File: src/rtl/mem_arb_pkg.sv
// Shared types and encodings for the data/fetch RAM port arbiter.
package mem_arb_pkg;

  typedef enum logic [2:0] {
    IDLE   = 3'd0,
    BUSY_D = 3'd1,
    BUSY_I = 3'd2,
    RESP_D = 3'd3,
    RESP_I = 3'd4
  } arb_state_e;

  localparam logic [1:0] RD_NONE = 2'b00;
  localparam logic [1:0] RD_BYTE = 2'b01;
  localparam logic [1:0] RD_WORD = 2'b10;
  localparam logic [1:0] RD_RSV  = 2'b11;

  // Wide enough for RAM_LAT and STARVE_MAX up to 15.
  localparam int unsigned CNT_W = 4;

endpackage

File: src/rtl/mem_arb_lat_cnt.sv
// Loadable counter with a terminal flag: down-count to zero, or saturating
// up-count to LIMIT with the load acting as a clear.
module mem_arb_lat_cnt
  import mem_arb_pkg::*;
#(
  parameter bit               UP_MODE = 1'b0,
  parameter logic [CNT_W-1:0] LIMIT   = '0
) (
  input  logic clk,
  input  logic rst_n,
  input  logic i_load,
  input  logic i_en,
  output logic o_flag
);

  logic [CNT_W-1:0] r_cnt;

  always_ff @(posedge clk or negedge rst_n) begin
    if (!rst_n) begin
      r_cnt <= '0;
    end else if (i_load) begin
      r_cnt <= UP_MODE ? '0 : LIMIT;
    end else if (i_en) begin
      if (UP_MODE) begin
        if (r_cnt != LIMIT) r_cnt <= r_cnt + CNT_W'(1);
      end else begin
        if (r_cnt != '0) r_cnt <= r_cnt - CNT_W'(1);
      end
    end
  end

  assign o_flag = UP_MODE ? (r_cnt == LIMIT) : (r_cnt == '0);

endmodule

File: src/rtl/mem_port_arbiter.sv
// Arbitrates the single-port RAM between the MEM-stage load/store port and
// instruction fetch; data has priority, fetch wins after STARVE_MAX denials.
module mem_port_arbiter
  import mem_arb_pkg::*;
#(
  parameter int unsigned ADDR_W     = 16,
  parameter int unsigned DATA_W     = 16,
  parameter int unsigned RAM_LAT    = 2,
  parameter int unsigned STARVE_MAX = 4
) (
  input  logic              clk,
  input  logic              rst_n,
  input  logic [ADDR_W-1:0] d_addr,
  input  logic [1:0]        d_read,
  input  logic              d_write,
  input  logic [DATA_W-1:0] d_wdata,
  input  logic [1:0]        d_quarter,
  output logic [DATA_W-1:0] d_rdata,
  output logic              d_rvalid,
  output logic [1:0]        d_quarter_out,
  input  logic              i_req,
  input  logic [ADDR_W-1:0] i_addr,
  output logic [DATA_W-1:0] i_rdata,
  output logic              i_rvalid,
  output logic [ADDR_W-1:0] ram_addr,
  output logic [DATA_W-1:0] ram_wdata,
  output logic              ram_re,
  output logic              ram_we,
  input  logic [DATA_W-1:0] ram_rdata,
  output logic              stall_mem,
  output logic              stall_if,
  output logic              err_conflict
);

  arb_state_e        r_state, w_state_nxt;
  logic              w_d_rd, w_d_req;
  logic              w_gnt_i, w_gnt_d_rd, w_gnt_d_wr;
  logic              w_lat_zero, w_starve_max, w_busy;
  logic              w_d_done, w_i_done;
  logic [1:0]        r_tag;
  logic              r_byte, r_hi;
  logic [DATA_W-1:0] r_d_rdata, r_i_rdata;
  logic [1:0]        r_d_qtr;
  logic              r_d_rvalid, r_i_rvalid, r_err;

  assign w_d_rd   = (d_read != RD_NONE);
  assign w_d_req  = w_d_rd | d_write;
  assign w_busy   = (r_state == BUSY_D) | (r_state == BUSY_I);
  assign w_d_done = (r_state == BUSY_D) & w_lat_zero;
  assign w_i_done = (r_state == BUSY_I) & w_lat_zero;

  mem_arb_lat_cnt #(
    .UP_MODE (1'b0),
    .LIMIT   (CNT_W'(RAM_LAT - 1))
  ) u_lat_cnt (
    .clk    (clk),
    .rst_n  (rst_n),
    .i_load (w_gnt_i | w_gnt_d_rd),
    .i_en   (w_busy),
    .o_flag (w_lat_zero)
  );

  mem_arb_lat_cnt #(
    .UP_MODE (1'b1),
    .LIMIT   (CNT_W'(STARVE_MAX))
  ) u_starve_cnt (
    .clk    (clk),
    .rst_n  (rst_n),
    .i_load (w_gnt_i | ~i_req),
    .i_en   (i_req & ~w_gnt_i),
    .o_flag (w_starve_max)
  );

  always_ff @(posedge clk or negedge rst_n) begin
    if (!rst_n) r_state <= IDLE;
    else        r_state <= w_state_nxt;
  end

  // Grants and next state; a response cycle only serves the other requester.
  always_comb begin
    w_state_nxt = r_state;
    w_gnt_i     = 1'b0;
    w_gnt_d_rd  = 1'b0;
    w_gnt_d_wr  = 1'b0;
    case (r_state)
      IDLE: begin
        if (i_req && (!w_d_req || w_starve_max)) w_gnt_i    = 1'b1;
        else if (d_write)                        w_gnt_d_wr = 1'b1;
        else if (w_d_rd)                         w_gnt_d_rd = 1'b1;
      end
      BUSY_D: if (w_lat_zero) w_state_nxt = RESP_D;
      BUSY_I: if (w_lat_zero) w_state_nxt = RESP_I;
      RESP_D: begin
        w_state_nxt = IDLE;
        w_gnt_i     = i_req;
      end
      RESP_I: begin
        w_state_nxt = IDLE;
        if (d_write)     w_gnt_d_wr = 1'b1;
        else if (w_d_rd) w_gnt_d_rd = 1'b1;
      end
      default: w_state_nxt = IDLE;
    endcase
    if (w_gnt_i)    w_state_nxt = BUSY_I;
    if (w_gnt_d_rd) w_state_nxt = BUSY_D;
  end

  // RAM command and stalls, forced low while in reset.
  always_comb begin
    ram_addr  = '0;
    ram_wdata = '0;
    ram_re    = rst_n & (w_gnt_i | w_gnt_d_rd);
    ram_we    = rst_n & w_gnt_d_wr;
    stall_mem = rst_n & w_d_req & ~w_gnt_d_wr & ~r_d_rvalid;
    stall_if  = rst_n & i_req & ~r_i_rvalid;
    if (rst_n) begin
      if (w_gnt_i)                      ram_addr = i_addr;
      else if (w_gnt_d_rd | w_gnt_d_wr) ram_addr = d_addr;
      if (w_gnt_d_wr)                   ram_wdata = d_wdata;
    end
  end

  always_ff @(posedge clk or negedge rst_n) begin
    if (!rst_n) begin
      r_tag      <= '0;
      r_byte     <= 1'b0;
      r_hi       <= 1'b0;
      r_d_rdata  <= '0;
      r_i_rdata  <= '0;
      r_d_qtr    <= '0;
      r_d_rvalid <= 1'b0;
      r_i_rvalid <= 1'b0;
      r_err      <= 1'b0;
    end else begin
      r_d_rvalid <= w_d_done;
      r_i_rvalid <= w_i_done;
      r_err      <= r_err | (w_d_rd & d_write);
      if (w_gnt_d_rd) begin
        r_tag  <= d_quarter;
        r_byte <= (d_read == RD_BYTE);
        r_hi   <= d_addr[0];
      end
      if (w_d_done) begin
        r_d_qtr <= r_tag;
        if (!r_byte)  r_d_rdata <= ram_rdata;
        else if (r_hi) r_d_rdata <= DATA_W'(ram_rdata[15:8]);
        else           r_d_rdata <= DATA_W'(ram_rdata[7:0]);
      end
      if (w_i_done) r_i_rdata <= ram_rdata;
    end
  end

  assign d_rdata       = r_d_rdata;
  assign d_rvalid      = r_d_rvalid;
  assign d_quarter_out = r_d_qtr;
  assign i_rdata       = r_i_rdata;
  assign i_rvalid      = r_i_rvalid;
  assign err_conflict  = r_err;

endmodule

File: config.mk
export PLATFORM = sky130hd
export DESIGN_NAME = mem_port_arbiter
export DESIGN_NICKNAME = d
export VERILOG_FILES = /design/src/rtl/mem_arb_pkg.sv /design/src/rtl/mem_arb_lat_cnt.sv /design/src/rtl/mem_port_arbiter.sv
export SDC_FILE = /design/constraint.sdc
export NUM_CORES = 1
export LEC_CHECK = 0
export BUFFER_PORTS_ARGS = -buffer_cell sky130_fd_sc_hd__clkbuf_2
export CAP_MARGIN = 20
export CORE_MARGIN = 10
export CORE_UTILIZATION = 30
export CTS_BUF_LIST = sky130_fd_sc_hd__clkbuf_16
export CTS_CLUSTER_SIZE = 12
export DETAILED_ROUTE_END_ITERATION = 8
export SYNTH_ARGS = -nofsm -noshare
export SYNTH_HDL_FRONTEND = slang
export SYNTH_SLANG_ARGS = --single-unit
File: constraint.sdc
create_clock -name clk -period 1.75 [get_ports clk]
set_input_delay 0.175 -clock clk [delete_from_list [all_inputs] [get_ports clk]]
set_output_delay 0.175 -clock clk [all_outputs]
set_load 0.1 [all_outputs]
==> results of run 1 <==
==> cells by family after synthesis <==
kind of cell    share of synthesized area
compound gates                      0.139
xor+xnor                           0.0196
fa+ha+maj                          0.0140
buf+inv                            0.0475
flops                               0.484
mux                                 0.117
simple gates                        0.178
==> per-stage QoR <==
step | utilization | setup TNS [ps]
detailed placement | 0.513 | -18040
CTS | 0.590 | -16040
finish | 0.606 | -17280
global route | 0.606 | -22190
global placement | 0.513 | -15610
floorplan | - | -6600
==> final timing paths <==
kind	from	end	slack, ps	cells after the start
hold / removal	ram_rdata[2]	i_rdata[2]	100	2
max in group asynchronous	rst_n	i_rdata[1]	420	5
hold reg to reg	err_conflict	err_conflict	480	1
setup / recovery	u_starve_cnt.r_cnt[1]	stall_mem	-430	8
setup reg to reg	u_starve_cnt.r_cnt[0]	u_lat_cnt.r_cnt[0]	-250	11
min in group asynchronous	rst_n	u_lat_cnt.r_cnt[1]	460	3
==> worst max-delay path, cell delays in order (launching register included) <==
cell and delay, ps:
dfrtp_1 390, inv_2 90, ha_4 140, nand3b_1 140
buf_6 160, o21a_1 190, buf_6 120, a211oi_4 280
buf_12 220
==> cell type report <==
class,instances,area [um^2]
Timing Repair Buffer,204,1900
Tap cell,108,135
Multi-Input combinational cell,176,1740
Clock buffer,5,125
Inverter,8,42.5
Fill cell,711,3430
Clock inverter,3,42.5
Sequential cell,52,1300
==> routing by layer <==
metal / vias up / global-route usage
met5: - / 0
met4: 0 / 0.0393
met3: 11 / 0.0655
met2: 129 / 0.248
met1: 1299 / 0.178
li1: 1264 / -
==> flip-flops by register name (all words and copies together), names as in the netlist <==
name and cells:
r_tag 2, d_rvalid 1, d_quarter_out 2, u_starve_cnt.r_cnt 4, r_byte 1, r_hi 1, i_rvalid 1, r_state 3
d_rdata 16, err_conflict 1, i_rdata 16, u_lat_cnt.r_cnt 4
==> cells in the final DEF, fill, tap and decap left out, types with 6 or more instances in the layout <==
cell type,synthesis,final
buf_4,1,42
buf_6,5,6
nand2_2,0,6
nand2_4,0,16
a22o_4,0,16
o21ai_2,10,18
mux2i_1,9,9
buf_12,0,42
inv_2,3,6
mux2_1,20,13
mux2_4,0,7
and2_4,0,16
dfrtp_1,52,52
clkbuf_2,0,108
nor2_1,10,7
nand2b_1,10,10
==> timing repair <==
action                                 4_1_cts  5_1_grt
setup endpoints to repair                   54       69
cloned                                       6        0
pin swaps                                   28       15
buffers inserted                            16       10
hold buffers                                 1        0
gates resized for setup                     54       39
endpoints found under the hold margin       10        0
==> run summary, run 1 <==
Cells after DPL = 520
crit path capture type = output pin
io pins = 145
predominant post-synthesis flop cell = dfrtp_1
drt drc = 0
max frequency = 458 MHz
pin count of the biggest net entering global routing = 43
Final Max Slew Viols = 0
M1 WL = 4210 um
die area = 0.0131 mm^2
Bufs on Longest Clock Path = 2
DRT Wirelength = 10,600 um
RSZ-0062 raised after global routing = true
EDFF count, synth = 0
Pre-Repair DR Iteration Count = 4
post-synthesis cell type count = 43
fin nets = 522
Tightest Hold Check Type = primary input to flip-flop
critical path peak fanout = 3
Post-Syn Area = 0.00269 mm^2
post-synth top area share = 0.484
status = finished, violations left
Top Metal Used = met4
Post-synth ARST share = 1.00
hold_ws = 103 ps
Mapped Cells = 249
Port Buf Inserts = 144
violated checks = negative setup slack
Final setup viols = 62
first-pass GRT wire length = 16,000 um
PnR worst setup slack = -433 ps
CP Launch Type = flip-flop
Clock Latency Late Sink = 300 ps
Row Count = 34
Cell Count, Final, Fillers Out = 556
Avg Cell Area, Syn = 10.8 um^2
routed wl met3 = 1080 um
Initial Utilization = 0.308
largest area contributor in the netlist = dfrtp_1
DP Wirelength = 7600 um
die height = 115 um
Setup Crit Path Kind = flip-flop to output pin
layout cells sized above 1 = 0.705
top-count cell post-synth = dfrtp_1
placed inst area = 0.00447 mm^2
Area Growth Syn to Fin = 96.7%
Core ar. = 0.00872 mm^2
antenna-violating nets left = 0
Max Cap Viol = 0
synthesized flop and latch total = 52
total CTS buffers = 5
worst-margin pin slew = 582 ps
met2 wire length = 5170 um
via count = 2,703
Ys Warns = 0
pre-CTS setup slack = -609 ps
antenna violations before repair = 0
post-layout min period = 2180 ps
Critical Path AT = 2010 ps
vias in the first global route = 2,918
DR WL/cell = 19.1 um
H-tree depth = 2
TritonCTS clock tree = done
Synth top cells by count = 52 x dfrtp_1, 26 x nand2_1, 20 x mux2_1
total congestion overflow = 0
sequential fraction of the synthesis area = 0.484
Via density = 4.86
global placement routability congestion = 0.798
number of antenna diodes = 0
GR Util All Layers = 0.152
CTS root buf = clkbuf_16
clock-pin transition on the worst setup and hold timing paths = 70 ps
Synth area leaders = dfrtp_1 48%, mux2_1 8.4%, a22o_1 5.2%
post-route cell area = 0.00529 mm^2
fin crit share = 1.25
required time of the critical path = 1570 ps
Initial DRC Count = 137
Fin. Hold Viols = 0
CTS Sinks = 52
Worst slew margin = 0.614
chip width = 115 um
Worst Skew = 8.82 ps
net count after synthesis = 324
Power of run 1 is not shown: default switching activity piles up to over one toggle a cycle in this logic, so the estimate is an artifact.
==> run 2, diff against run 1 <==
--- a/config.mk
+++ b/config.mk
@@ -12,6 +12,7 @@
 export CTS_BUF_LIST = sky130_fd_sc_hd__clkbuf_16
 export CTS_CLUSTER_SIZE = 12
 export DETAILED_ROUTE_END_ITERATION = 8
+export SETUP_SLACK_MARGIN = 0.02
 export SYNTH_ARGS = -nofsm -noshare
 export SYNTH_HDL_FRONTEND = slang
 export SYNTH_SLANG_ARGS = --single-unit
==> run 2 against run 1 <==
The flow still finishes with violations (negative setup slack). Worst hold slack better by 22 ps. Global-route usage is essentially flat. Cell count is 0.36% higher. Sequential share of layout area down 0.49 points. Critical endpoint unchanged.
==> run summary, run 2 (same netlist as run 1, synthesis figures left out) <==
status = finished, violations left
violated checks = negative setup slack
required time of the critical path = 1570 ps (about the same)
Clock Latency Late Sink = 290 ps (about the same)
DRT Wirelength = 10,900 um (+2.8%)
global placement routability congestion = 0.798 (unchanged)
io pins = 145 (unchanged)
Initial DRC Count = 130 (-5.1%)
antenna-violating nets left = 0 (unchanged)
Final setup viols = 62 (unchanged)
pin count of the biggest net entering global routing = 43 (unchanged)
Core ar. = 0.00872 mm^2 (unchanged)
post-layout min period = 2180 ps (-2.84 ps)
fin crit share = 1.25 (-0.00162)
Worst slew margin = 0.617 (+0.00312)
CTS Sinks = 52 (unchanged)
layout cells sized above 1 = 0.736 (+0.0302)
crit path capture type = output pin
Row Count = 34 (unchanged)
worst-margin pin slew = 577 ps (-4.70 ps)
chip width = 115 um (unchanged)
Setup Crit Path Kind = flip-flop to output pin
most frequent cells in the layout = 108 x clkbuf_2, 52 x dfrtp_1, 42 x buf_12, 42 x buf_4, 20 x mux2_4
Max Cap Viol = 0 (unchanged)
fillers = 692 (-2.7%)
first-pass GRT wire length = 16,000 um (unchanged)
critical path peak fanout = 3 (unchanged)
Critical Path AT = 2010 ps (about the same)
total congestion overflow = 0 (unchanged)
die height = 115 um (unchanged)
Initial Utilization = 0.308 (unchanged)
leading cell type in the layout, fill and taps excluded = clkbuf_2
multi-input logic area = 0.00180 mm^2 (+3.2%)
Tightest Hold Check Type = primary input to flip-flop
PnR worst setup slack = -430 ps (+2.84 ps)
H-tree depth = 2 (unchanged)
RSZ-0062 raised after global routing = true
Port Buf Inserts = 144 (unchanged)
DR WL/cell = 19.5 um (+2.4%)
vias in the first global route = 2,921 (+0.10%)
Bufs on Longest Clock Path = 2 (unchanged)
die area = 0.0131 mm^2 (unchanged)
Pre-Repair DR Iteration Count = 4 (unchanged)
Area Growth Syn to Fin = 101%
antenna violations before repair = 0 (unchanged)
max frequency = 459 MHz (+0.13%)
Reg area = 0.00130 mm^2 (unchanged)
clock-pin transition on the worst setup and hold timing paths = 70 ps (about the same)
TritonCTS clock tree = done
Final Max Slew Viols = 0 (unchanged)
Fin. Hold Viols = 0 (unchanged)
hold_ws = 126 ps (+22.5 ps)
total CTS buffers = 5 (unchanged)
number of antenna diodes = 0 (unchanged)
drt drc = 0 (unchanged)
Worst Skew = 7.71 ps (-1.12 ps)
CP Launch Type = flip-flop
via count = 2,780 (+2.8%)
DP Wirelength = 7600 um (unchanged)
Via density = 4.98 (+2.5%)
fin nets = 524 (+0.38%)
pre-CTS setup slack = -609 ps (unchanged)
GR Util All Layers = 0.152 (+0.000218)
CTS root buf = clkbuf_16
run 2: changes by cell type in the layout (fill, tap and decap cells not counted), sizes merged:
cell,before,now
clkbuf,113,115
run 2: path summary, 6_finish.rpt:
path | slack [ps] | from | cells past startpoint | endpoint
min in group asynchronous | 240 | rst_n | 3 | r_state[1]
setup reg to reg | -240 | u_starve_cnt.r_cnt[0] | 11 | u_lat_cnt.r_cnt[0]
hold / removal | 130 | d_quarter[1] | 2 | r_tag[1]
max in group asynchronous | 770 | rst_n | 3 | u_starve_cnt.r_cnt[2]
hold reg to reg | 480 | err_conflict | 1 | err_conflict
setup / recovery | -430 | u_starve_cnt.r_cnt[1] | 8 | stall_mem
run 2: per-layer routing:
| metal | wire [um] | part of all wire | GRT usage |
|---|---|---|---|
| met1 | 4420 | 0.41 | 0.181 |
| met2 | 5300 | 0.49 | 0.247 |
| met3 | 1060 | 0.098 | 0.0624 |
| met4 | 112 | 0.010 | 0.0393 |
| met5 | 0 | 0 | 0 |
run 2: repair_timing:
item / CTS / global route
hold buffers: 1 / 0
pin swaps: 28 / 16
gates resized for setup: 54 / 53
buffers inserted: 16 / 9
endpoints found under the setup margin: 56 / 80
cloned: 6 / 3
hold endpoints to repair: 10 / 0
run 2: layout make-up:
type	count	share of cell area
Tap cell	108	0.0251
Timing Repair Buffer	206	0.361
Sequential cell	52	0.241
Clock buffer	5	0.0232
Inverter	8	0.00789
Multi-Input combinational cell	176	0.333
Clock inverter	3	0.00789
run 2: worst max-delay path, cell delays in order, from the launching register on:
cell      delay (ps)
dfrtp_1          390
inv_2             80
ha_4             140
nand3b_1         140
buf_6            160
o21a_1           190
buf_6            120
a211oi_4         280
buf_12           220
run 2: metrics by stage:
stage                     cell area (um^2)  std cells  TNS [ps]   util
final                                 5390        558    -16940  0.619
after global routing                  5390        558    -23170  0.619
after CTS                             5140        551    -16040  0.590
after detailed placement              4470        520    -18040  0.513
after global placement                4470        520    -15610  0.513
after floorplan                       2940        249     -6600      -
Power of run 2 is left out for the same reason.
